==> src/rtl/wb_port_arbiter_if.sv <==
// Bundle between the writeback mux / MDU and the register-file write port.
// The arbiter uses the slave modport; its driver side uses master.
interface wb_port_arbiter_if #(
    parameter int AW = 5,
    parameter int DW = 32,
    parameter int CW = 2
);
    logic          pipe_we;
    logic [AW-1:0] pipe_waddr;
    logic [DW-1:0] pipe_wdata;
    logic          mdu_valid;
    logic [AW-1:0] mdu_waddr;
    logic [DW-1:0] mdu_wdata;
    logic          mdu_ready;
    logic          rf_we;
    logic [AW-1:0] rf_waddr;
    logic [DW-1:0] rf_wdata;
    logic          pipe_stall;
    logic [CW-1:0] fifo_count;

    modport slave (
        input  pipe_we, pipe_waddr, pipe_wdata, mdu_valid, mdu_waddr, mdu_wdata,
        output mdu_ready, rf_we, rf_waddr, rf_wdata, pipe_stall, fifo_count
    );

    modport master (
        output pipe_we, pipe_waddr, pipe_wdata, mdu_valid, mdu_waddr, mdu_wdata,
        input  mdu_ready, rf_we, rf_waddr, rf_wdata, pipe_stall, fifo_count
    );
endinterface

==> src/rtl/wb_port_arbiter.sv <==
// Register-file write port arbiter: writeback result first, MDU results queued and
// drained in idle slots, with starvation stall. WB_BYPASS_EN: idle-port MDU bypass.
module wb_port_arbiter #(
    parameter int DEPTH      = 2,
    parameter int STARVE_MAX = 4,
    parameter int AW         = 5,
    parameter int DW         = 32
) (
    input  logic              clk,
    input  logic              reset,
    wb_port_arbiter_if.slave  bus
);
    localparam int PW = $clog2(DEPTH);
    localparam int CW = PW + 1;
    localparam logic [3:0] SMAX = 4'(STARVE_MAX);

    typedef enum logic {NORMAL, FORCE} state_t;

    state_t        state;
    logic [CW-1:0] count;
    logic [PW-1:0] wr_ptr, rd_ptr;
    logic [AW-1:0] q_addr [DEPTH];
    logic [DW-1:0] q_data [DEPTH];
    logic [3:0]    starve, starve_nxt;
    logic          pipe_req, fifo_empty, xfer, push, pop, bypass;

    assign pipe_req       = bus.pipe_we && (bus.pipe_waddr != '0);
    assign fifo_empty     = (count == '0);
    assign bus.mdu_ready  = (count < CW'(DEPTH));
    assign xfer           = bus.mdu_valid && bus.mdu_ready;
    assign pop            = !pipe_req && !fifo_empty;
    assign bus.fifo_count = count;

`ifdef WB_BYPASS_EN
    assign bypass = xfer && fifo_empty && !pipe_req && (bus.mdu_waddr != '0);
`else
    assign bypass = 1'b0;
`endif

    // Writes to $0 are swallowed at the handshake and never occupy a slot.
    assign push = xfer && (bus.mdu_waddr != '0) && !bypass;

    always_ff @(posedge clk) begin
        if (push) begin
            q_addr[wr_ptr] <= bus.mdu_waddr;
            q_data[wr_ptr] <= bus.mdu_wdata;
        end
    end

    always_ff @(posedge clk or posedge reset) begin
        if (reset) begin
            wr_ptr <= '0;
            rd_ptr <= '0;
            count  <= '0;
        end else begin
            if (push) wr_ptr <= wr_ptr + PW'(1);
            if (pop)  rd_ptr <= rd_ptr + PW'(1);
            case ({push, pop})
                2'b10:   count <= count + CW'(1);
                2'b01:   count <= count - CW'(1);
                default: count <= count;
            endcase
        end
    end

    always_ff @(posedge clk or posedge reset) begin
        if (reset) begin
            bus.rf_we    <= 1'b0;
            bus.rf_waddr <= '0;
            bus.rf_wdata <= '0;
        end else if (pipe_req) begin
            bus.rf_we    <= 1'b1;
            bus.rf_waddr <= bus.pipe_waddr;
            bus.rf_wdata <= bus.pipe_wdata;
        end else if (pop) begin
            bus.rf_we    <= 1'b1;
            bus.rf_waddr <= q_addr[rd_ptr];
            bus.rf_wdata <= q_data[rd_ptr];
        end else if (bypass) begin
            bus.rf_we    <= 1'b1;
            bus.rf_waddr <= bus.mdu_waddr;
            bus.rf_wdata <= bus.mdu_wdata;
        end else begin
            bus.rf_we    <= 1'b0;
        end
    end

    // Counts cycles the queue head is blocked by the pipeline; saturates.
    always_comb begin
        starve_nxt = starve;
        if (pop || fifo_empty)
            starve_nxt = '0;
        else if (pipe_req && starve != SMAX)
            starve_nxt = starve + 4'd1;
    end

    always_ff @(posedge clk or posedge reset) begin
        if (reset) begin
            starve <= '0;
        end else begin
            starve <= starve_nxt;
        end
    end

    // Stall is asserted on the edge the counter reaches its limit and dropped on the pop edge.
    always_ff @(posedge clk or posedge reset) begin
        if (reset) begin
            state          <= NORMAL;
            bus.pipe_stall <= 1'b0;
        end else begin
            case (state)
                NORMAL: begin
                    if (starve_nxt == SMAX) begin
                        state          <= FORCE;
                        bus.pipe_stall <= 1'b1;
                    end
                end
                FORCE: begin
                    if (pop) begin
                        state          <= NORMAL;
                        bus.pipe_stall <= 1'b0;
                    end
                end
                default: begin
                    state          <= NORMAL;
                    bus.pipe_stall <= 1'b0;
                end
            endcase
        end
    end
endmodule

==> src/flat_wrapper.sv <==
// flat-port wrapper written by rule: the top's interface ports become plain ports
module wb_port_arbiter_flat 
#(
    parameter int DEPTH      = 2,
    parameter int STARVE_MAX = 4,
    parameter int AW         = 5,
    parameter int DW         = 32
)
  (clk, reset, bus_pipe_we, bus_pipe_waddr, bus_pipe_wdata, bus_mdu_valid, bus_mdu_waddr, bus_mdu_wdata, bus_mdu_ready, bus_rf_we, bus_rf_waddr, bus_rf_wdata, bus_pipe_stall, bus_fifo_count);
  wb_port_arbiter_if #(.AW(AW), .DW(DW), .CW(2)) bus_i ();
  input  logic clk;
  input  logic reset;
  input wire logic [$bits(bus_i.pipe_we)-1:0] bus_pipe_we;
  input wire logic [$bits(bus_i.pipe_waddr)-1:0] bus_pipe_waddr;
  input wire logic [$bits(bus_i.pipe_wdata)-1:0] bus_pipe_wdata;
  input wire logic [$bits(bus_i.mdu_valid)-1:0] bus_mdu_valid;
  input wire logic [$bits(bus_i.mdu_waddr)-1:0] bus_mdu_waddr;
  input wire logic [$bits(bus_i.mdu_wdata)-1:0] bus_mdu_wdata;
  output wire logic [$bits(bus_i.mdu_ready)-1:0] bus_mdu_ready;
  output wire logic [$bits(bus_i.rf_we)-1:0] bus_rf_we;
  output wire logic [$bits(bus_i.rf_waddr)-1:0] bus_rf_waddr;
  output wire logic [$bits(bus_i.rf_wdata)-1:0] bus_rf_wdata;
  output wire logic [$bits(bus_i.pipe_stall)-1:0] bus_pipe_stall;
  output wire logic [$bits(bus_i.fifo_count)-1:0] bus_fifo_count;
  assign bus_i.pipe_we = bus_pipe_we;
  assign bus_i.pipe_waddr = bus_pipe_waddr;
  assign bus_i.pipe_wdata = bus_pipe_wdata;
  assign bus_i.mdu_valid = bus_mdu_valid;
  assign bus_i.mdu_waddr = bus_mdu_waddr;
  assign bus_i.mdu_wdata = bus_mdu_wdata;
  assign bus_mdu_ready = bus_i.mdu_ready;
  assign bus_rf_we = bus_i.rf_we;
  assign bus_rf_waddr = bus_i.rf_waddr;
  assign bus_rf_wdata = bus_i.rf_wdata;
  assign bus_pipe_stall = bus_i.pipe_stall;
  assign bus_fifo_count = bus_i.fifo_count;
  wb_port_arbiter #(.DEPTH(DEPTH), .STARVE_MAX(STARVE_MAX), .AW(AW), .DW(DW)) u_core (.clk(clk), .reset(reset), .bus(bus_i));
endmodule
==> config.mk <==
export PLATFORM = sky130hd
export DESIGN_NAME = wb_port_arbiter_flat
export DESIGN_NICKNAME = d
export VERILOG_FILES = /design/src/rtl/wb_port_arbiter_if.sv /design/src/rtl/wb_port_arbiter.sv /design/src/flat_wrapper.sv
export SDC_FILE = /design/constraint.sdc
export NUM_CORES = 1
export LEC_CHECK = 0
export ABC_CLOCK_PERIOD_IN_PS = 3400
export CAP_MARGIN = 15
export CORE_UTILIZATION = 35
export CTS_CLUSTER_SIZE = 30
export DETAILED_ROUTE_END_ITERATION = 12
export GPL_TIMING_DRIVEN = 0
export PLACE_DENSITY = 0.67
export RECOVER_POWER = 100
export SKIP_LAST_GASP = 1
export SLEW_MARGIN = 20
export SYNTH_ARGS = -nofsm -noshare
export SYNTH_HDL_FRONTEND = slang
export SYNTH_SLANG_ARGS = --single-unit
==> constraint.sdc <==
create_clock -name clk -period 3.4 [get_ports clk]
set_clock_uncertainty 0.15 [all_clocks]
set_input_delay 0.51 -clock clk [delete_from_list [all_inputs] [get_ports clk]]
set_output_delay 0.51 -clock clk [all_outputs]
set_load 0.02 [all_outputs]
# Word level (Yosys, flattened, before mapping)
# Memories as Yosys holds them, arrays and structs flattened.
# Cells that the tools add are included.
# word_totals
n_memories,2
reg_bits,48
elab_cells,55
mem_bits_rw,74
# memory_table
name,words,word_bits,read_ports,rd_clocked_by_memory_dff,write_ports,line_no,rtl
u_core.q_data,2,32,1,0,1,wb_port_arbiter.sv:23,logic [DW-1:0] q_data [DEPTH];
u_core.q_addr,2,5,1,0,1,wb_port_arbiter.sv:22,logic [AW-1:0] q_addr [DEPTH];
# classes
reduce_logical,14
add_sub_neg,5
bitwise_logic,1
magnitude_cmp,1
eq_ne,6
mux,17
# ops
operator,n
2-to-1 mux 32 bit,2
2-to-1 mux 5 bit,2
nonzero test 5 bit,2
2-to-1 mux 1 bit,8
2-to-1 mux 4 bit,2
logical AND 1 bit,5
adder 4 x 1 -> 4 bit (second input constant),1
equality test 4 x 3 -> 1 bit (second input constant),1
inequality test 4 x 3 -> 1 bit (second input constant),1
case mux 1 bit (2 select lines),2
case mux 2 bit (2 select lines),1
nonzero test 2 bit,2
adder 1 bit (second input constant),2
adder 2 x 1 -> 2 bit (second input constant),1
equality test 2 x 1 -> 1 bit (second input constant),1
equality test 2 bit (second input constant),1
zero test 1 bit,2
zero test 2 bit,1
less-than comparator 2 bit (second input constant),1
inequality test 2 x 1 -> 1 bit (second input constant),1
inequality test 2 bit (second input constant),1
AND reduction 2 bit,1
subtractor 2 x 1 -> 2 bit (second input constant),1
logical OR 1 bit,1
NOT 1 bit,1

# Depth between registers and ports, before layout
# depth
depth_word,9
mapped_depth,8
mapped_depth_nobuf,7

# Worst setup path before layout
# No wires, ideal clock.
# synth_timing
path_kind,register to register
start,reg u_core.count[1] (netlist: u_core.bus.fifo_count[1])
end,"mem u_core.q_addr[0][0], enable pin"
setup_ps,431
n_path_buf,0
t_required_ps,2819
path_slack_ps,354
arrival_time_ps,2464
synth_period_minus_slack_ps,3046
path_stages_with_launch,4
cell_sequence,dfrtp_1 -> inv_1 -> o211ai_2 -> nor2_1
# synth_via
elab_chain_len,5
# synth_rtl
item,line_no,rtl
start: declaration,wb_port_arbiter.sv:20,logic [CW-1:0] count;
start signal: assignment,wb_port_arbiter.sv:59,2'b10: count <= count + CW'(1);
start signal: assignment,wb_port_arbiter.sv:60,2'b01: count <= count - CW'(1);
start signal: assignment,wb_port_arbiter.sv:61,default: count <= count;
less-than comparator 2 bit,wb_port_arbiter.sv:29,assign bus.mdu_ready = (count < CW'(DEPTH));
via bus_mdu_ready,flat_wrapper.sv:19,output wire logic [$bits(bus_i.mdu_ready)-1:0] bus_mdu_ready;
logical AND 1 bit,wb_port_arbiter.sv:30,assign xfer = bus.mdu_valid && bus.mdu_ready;
logical AND 1 bit,wb_port_arbiter.sv:41,assign push = xfer && (bus.mdu_waddr != '0) && !bypass;
2-to-1 mux 1 bit,wb_port_arbiter.sv:44,if (push) begin
2-to-1 mux 1 bit (not written as such),wb_port_arbiter.sv:45,q_addr[wr_ptr] <= bus.mdu_waddr;
end: declaration,wb_port_arbiter.sv:22,
# The timed path passes the listed nets, and every way through them passes these cells.

# Worst setup path in the final report
# layout_timing
start,in bus_pipe_waddr[1]
end,reg u_core.count[1] (netlist: u_core.bus.fifo_count[1])
# layout_via
elab_chain_len,6
word_cells_on_any_way,8
cone_classes,2 x eq/ne; 1 x mux; 5 x reduce/logical
# layout_rtl
item,line_no,rtl
start: declaration,flat_wrapper.sv:14,input wire logic [$bits(bus_i.pipe_waddr)-1:0] bus_pipe_waddr;
nonzero test 5 bit (*),wb_port_arbiter.sv:27,assign pipe_req = bus.pipe_we && (bus.pipe_waddr != '0);
logical AND 1 bit (*),wb_port_arbiter.sv:27,
zero test 1 bit (*),wb_port_arbiter.sv:31,assign pop = !pipe_req && !fifo_empty;
logical AND 1 bit (*),wb_port_arbiter.sv:31,
via u_core.pop,wb_port_arbiter.sv:25,"logic pipe_req, fifo_empty, xfer, push, pop, bypass;"
equality test 2 x 1 -> 1 bit / equality test 2 bit (equally long branches),wb_port_arbiter.sv:58,"case ({push, pop})"
case mux 2 bit (2 select lines) / nonzero test 2 bit (equally long branches),--,
# Mark *: on every way through the listed nets, which the timed path passes. The rest lies on a longest branch.
# A chain may end at the register's enable or synchronous reset.

==> flow_metrics.env <==
export IMPL_status="finished, final reports clean"
export IMPL_die_h_um=120.6
export IMPL_synth_cell_types=30
export IMPL_grt_overflow_total=0
export IMPL_timing_setup_tns_ns=0
export IMPL_hold_violations=0
export IMPL_setup_viol=0
export IMPL_mostFrequentLayoutCells="dlygate4sd3_1 (81), edfxtp_1 (74), dfrtp_1 (48), nor2_1 (47), nand2_1 (39)"
export IMPL_clockRootBuffer="clkbuf_16"
export IMPL_required_ns=3.58
export IMPL_p_sw_share_pct=32.42
export IMPL_holdWs_ns=0.3725
export IMPL_grt_pass1_vias=3514
export IMPL_start_kind="input pin"
export IMPL_synth_compound_area_share_pct=9.680
export IMPL_synth_top_family_by_area="compound AO/OA/AOI/OAI gates"
export IMPL_drc=0
export IMPL_seqPwrFrac_pct=38.0
export IMPL_synth_xor_xnor_area_share_pct=1.067
export IMPL_clock_latency_ns=0.41
export IMPL_worst_setup_path_type="input pin to flop"
export IMPL_syn2layout_area_growth_pct=39.71
export IMPL_cp_end_kind="flop"
export IMPL_htree_levels=4
export IMPL_synth_area_um2=4925
export IMPL_ir_drop_mv=0.4580
export IMPL_intPower_mw=3.737
export IMPL_syn_nets=456
export IMPL_synth_seq_area_share_pct=69.51
export IMPL_critPathArrivalTime_ns=2.93
export IMPL_muxShareOfSynthArea_pct=7.952
export IMPL_antenna_found_initial=0
export IMPL_cts_buffers=17
export IMPL_final_util_pct=50.94
export IMPL_drive_gt1_share_pct=7.940
export IMPL_detail_route_iter0_violations=183
export IMPL_post_cts_setup_buffers=0
export IMPL_max_slew_margin_rel_pct=20.01
export IMPL_nets=598
export IMPL_gp_congestion=0.7249
export IMPL_routed_via_count=3353
export IMPL_post_route_period_util_pct=81.03
export IMPL_synthSimpleGateAreaFrac_pct=8.054
export IMPL_place_worst_setup_slack_ns=0.5917
export IMPL_worst_slack_ns=0.6450
export IMPL_drv_slew=0
export IMPL_hold_path_class="flop to flop"
export IMPL_core_region_area_um2=13510
export IMPL_cp_max_fo=10
export IMPL_cts_sinks=122
export IMPL_maxCapViolations=0
export IMPL_final_common_cell="dlygate4sd3_1"
export IMPL_avgSynthCellArea_um2=13.13
export IMPL_cts_tree="built"
export IMPL_die_area_um2=14550
export IMPL_p_total_mw=5.530
export IMPL_clk_pin_slew_ns=0.05
export IMPL_powerDensity_nw_per_um2=803.8
export IMPL_grt_max_degree=21
export IMPL_ys_seq_elements=122
export IMPL_num_fill_cells=1215
export IMPL_detail_route_vias_per_cell=4.756
export IMPL_ios=120
export IMPL_power_frac_comb_pct=32.2
export IMPL_die_x_um=120.6
export IMPL_antenna_cells=0
export IMPL_hpwlAfterDp_um=8083
export IMPL_fmax_mhz=363.0
export IMPL_p_switching_mw=1.793
export IMPL_final_min_clock_period_ns=2.755
export IMPL_grt_total_usage_pct=16.63
export IMPL_firstDrtPassIters=4
export IMPL_clk_path_buf_depth=2
export IMPL_grt_pass1_wl_um=17840
export IMPL_wl_per_cell_um=16.09
export IMPL_ant_nets=0
export IMPL_wl_um=11340
export IMPL_start_util_pct=36.46
export IMPL_leakagePower_nw=2.731
export IMPL_num_rows=42
export IMPL_worstMarginPinSlew_ns=1.200
export IMPL_io_buffers=119
export IMPL_yosys_warnings=0
export IMPL_pwr_share_clk_pct=29.8
export IMPL_syn_inst=375
export IMPL_cts_hold_buf=0
export IMPL_post_cts_resize_count=0
export IMPL_synthAdderAreaFrac_pct=0.7622
export IMPL_rsz0062_at_grt="no"
[layer usage]
metal | track usage (%) | wire length, um
met5 | 0 | 0
met4 | 6.944 | 159
met3 | 4.481 | 560
met2 | 28.99 | 5844
met1 | 19.25 | 4780
[kinds of logic (layout without fill, tap and decap cells)]
| kind of cell | Yosys count | count (layout) |
|---|---|---|
| simple gates | 97 | 97 |
| xor+xnor | 6 | 6 |
| compound gates | 83 | 83 |
| flops | 122 | 122 |
| mux | 39 | 39 |
| fa+ha+maj | 3 | 3 |
| buf+inv | 25 | 179 |
[registers in the layout, indices dropped and copies added (netlist names)]
register and count:
u_core.bus.fifo_count 2, u_core.bus.pipe_stall 1, u_core.bus.rf_waddr 5, u_core.bus.rf_wdata 32, u_core.bus.rf_we 1, u_core.q_addr 10
u_core.q_data 64, u_core.rd_ptr 1, u_core.starve 4, u_core.state 1, u_core.wr_ptr 1
[path summary, 6_finish.rpt]
kind	endpoint	slack (ns)	from	cells past startpoint
min in group asynchronous	u_core.bus.rf_wdata[10]$_DFFE_PP0P_	0.43	reset	2
worst max register to register	u_core.q_data[1][12]$_DFFE_PP_	0.96	u_core.bus.fifo_count[1]$_DFFE_PP0P_	4
worst min-delay path	u_core.wr_ptr$_DFFE_PP0P_	0.37	u_core.wr_ptr$_DFFE_PP0P_	1
worst min register to register	u_core.wr_ptr$_DFFE_PP0P_	0.37	u_core.wr_ptr$_DFFE_PP0P_	1
max in group asynchronous	u_core.bus.rf_wdata[24]$_DFFE_PP0P_	1.19	reset	3
worst max-delay path	u_core.bus.fifo_count[1]$_DFFE_PP0P_	0.65	bus_pipe_waddr[1]	8
[cell usage after synthesis, drive strengths merged]
cell type / count / area (um2)
inv: 5 / 18.77
nand2: 39 / 146.4
o21ai: 41 / 250.2
and2: 1 / 6.260
nor2b: 1 / 6.260
dfrtp: 48 / 1201
buf: 13 / 101.3
a21oi: 38 / 190.2
nand4: 1 / 6.260
a211oi: 1 / 7.510
xor2: 1 / 8.760
clkbuf: 7 / 26.28
nand3b: 1 / 7.510
mux2i: 38 / 380.4
a2111oi: 1 / 8.760
nand2b: 2 / 12.51
nand3: 1 / 5.000
nor2: 49 / 191.4
edfxtp: 74 / 2222
o211ai: 1 / 12.51
xnor2: 5 / 43.79
mux2: 1 / 11.26
or4: 2 / 15.01
ha: 3 / 37.54
o21a: 1 / 7.510
[final cells by class]
| cell class | count | area, um2 | share of cell area, % |
|---|---|---|---|
| Sequential cell | 122 | 3423 | 49.75 |
| Timing Repair Buffer | 123 | 1277 | 18.57 |
| Multi-Input combinational cell | 228 | 1310 | 19.04 |
| Clock buffer | 22 | 474.2 | 6.892 |
| Tap cell | 176 | 220.2 | 3.201 |
| Clock inverter | 9 | 73.82 | 1.073 |
| Inverter | 5 | 18.77 | 0.2728 |
| Buffer | 20 | 82.58 | 1.200 |
[critical path, stage by stage]
cell           delay [ns]
dlygate4sd3_1        0.55
or4_1                0.52
o21a_1               0.23
clkbuf_1             0.30
nor2_1               0.27
ha_1                 0.29
nor2_1               0.14
xnor2_1              0.12
[power groups by stage]
stage | Sequential (mW) | Clock, mW | Combinational [mW]
floorplan | 2.31 | 0 | 0.959
global placement | 2.13 | 0 | 1.86
detailed placement | 2.14 | 0 | 1.95
CTS | 2.11 | 1.69 | 1.96
global route | 2.14 | 1.76 | 1.96
finish | 2.10 | 1.65 | 1.78
[per-stage QoR]
| step | area, um2 | std cells |
|---|---|---|
| final | 6880 | 705 |
| after CTS | 7009 | 705 |
| after global placement | 6336 | 670 |
| after floorplan | 4925 | 375 |
| after detailed placement | 6461 | 674 |
| after global routing | 6880 | 705 |
No activity file was read; power rests on OpenSTA's default activity.
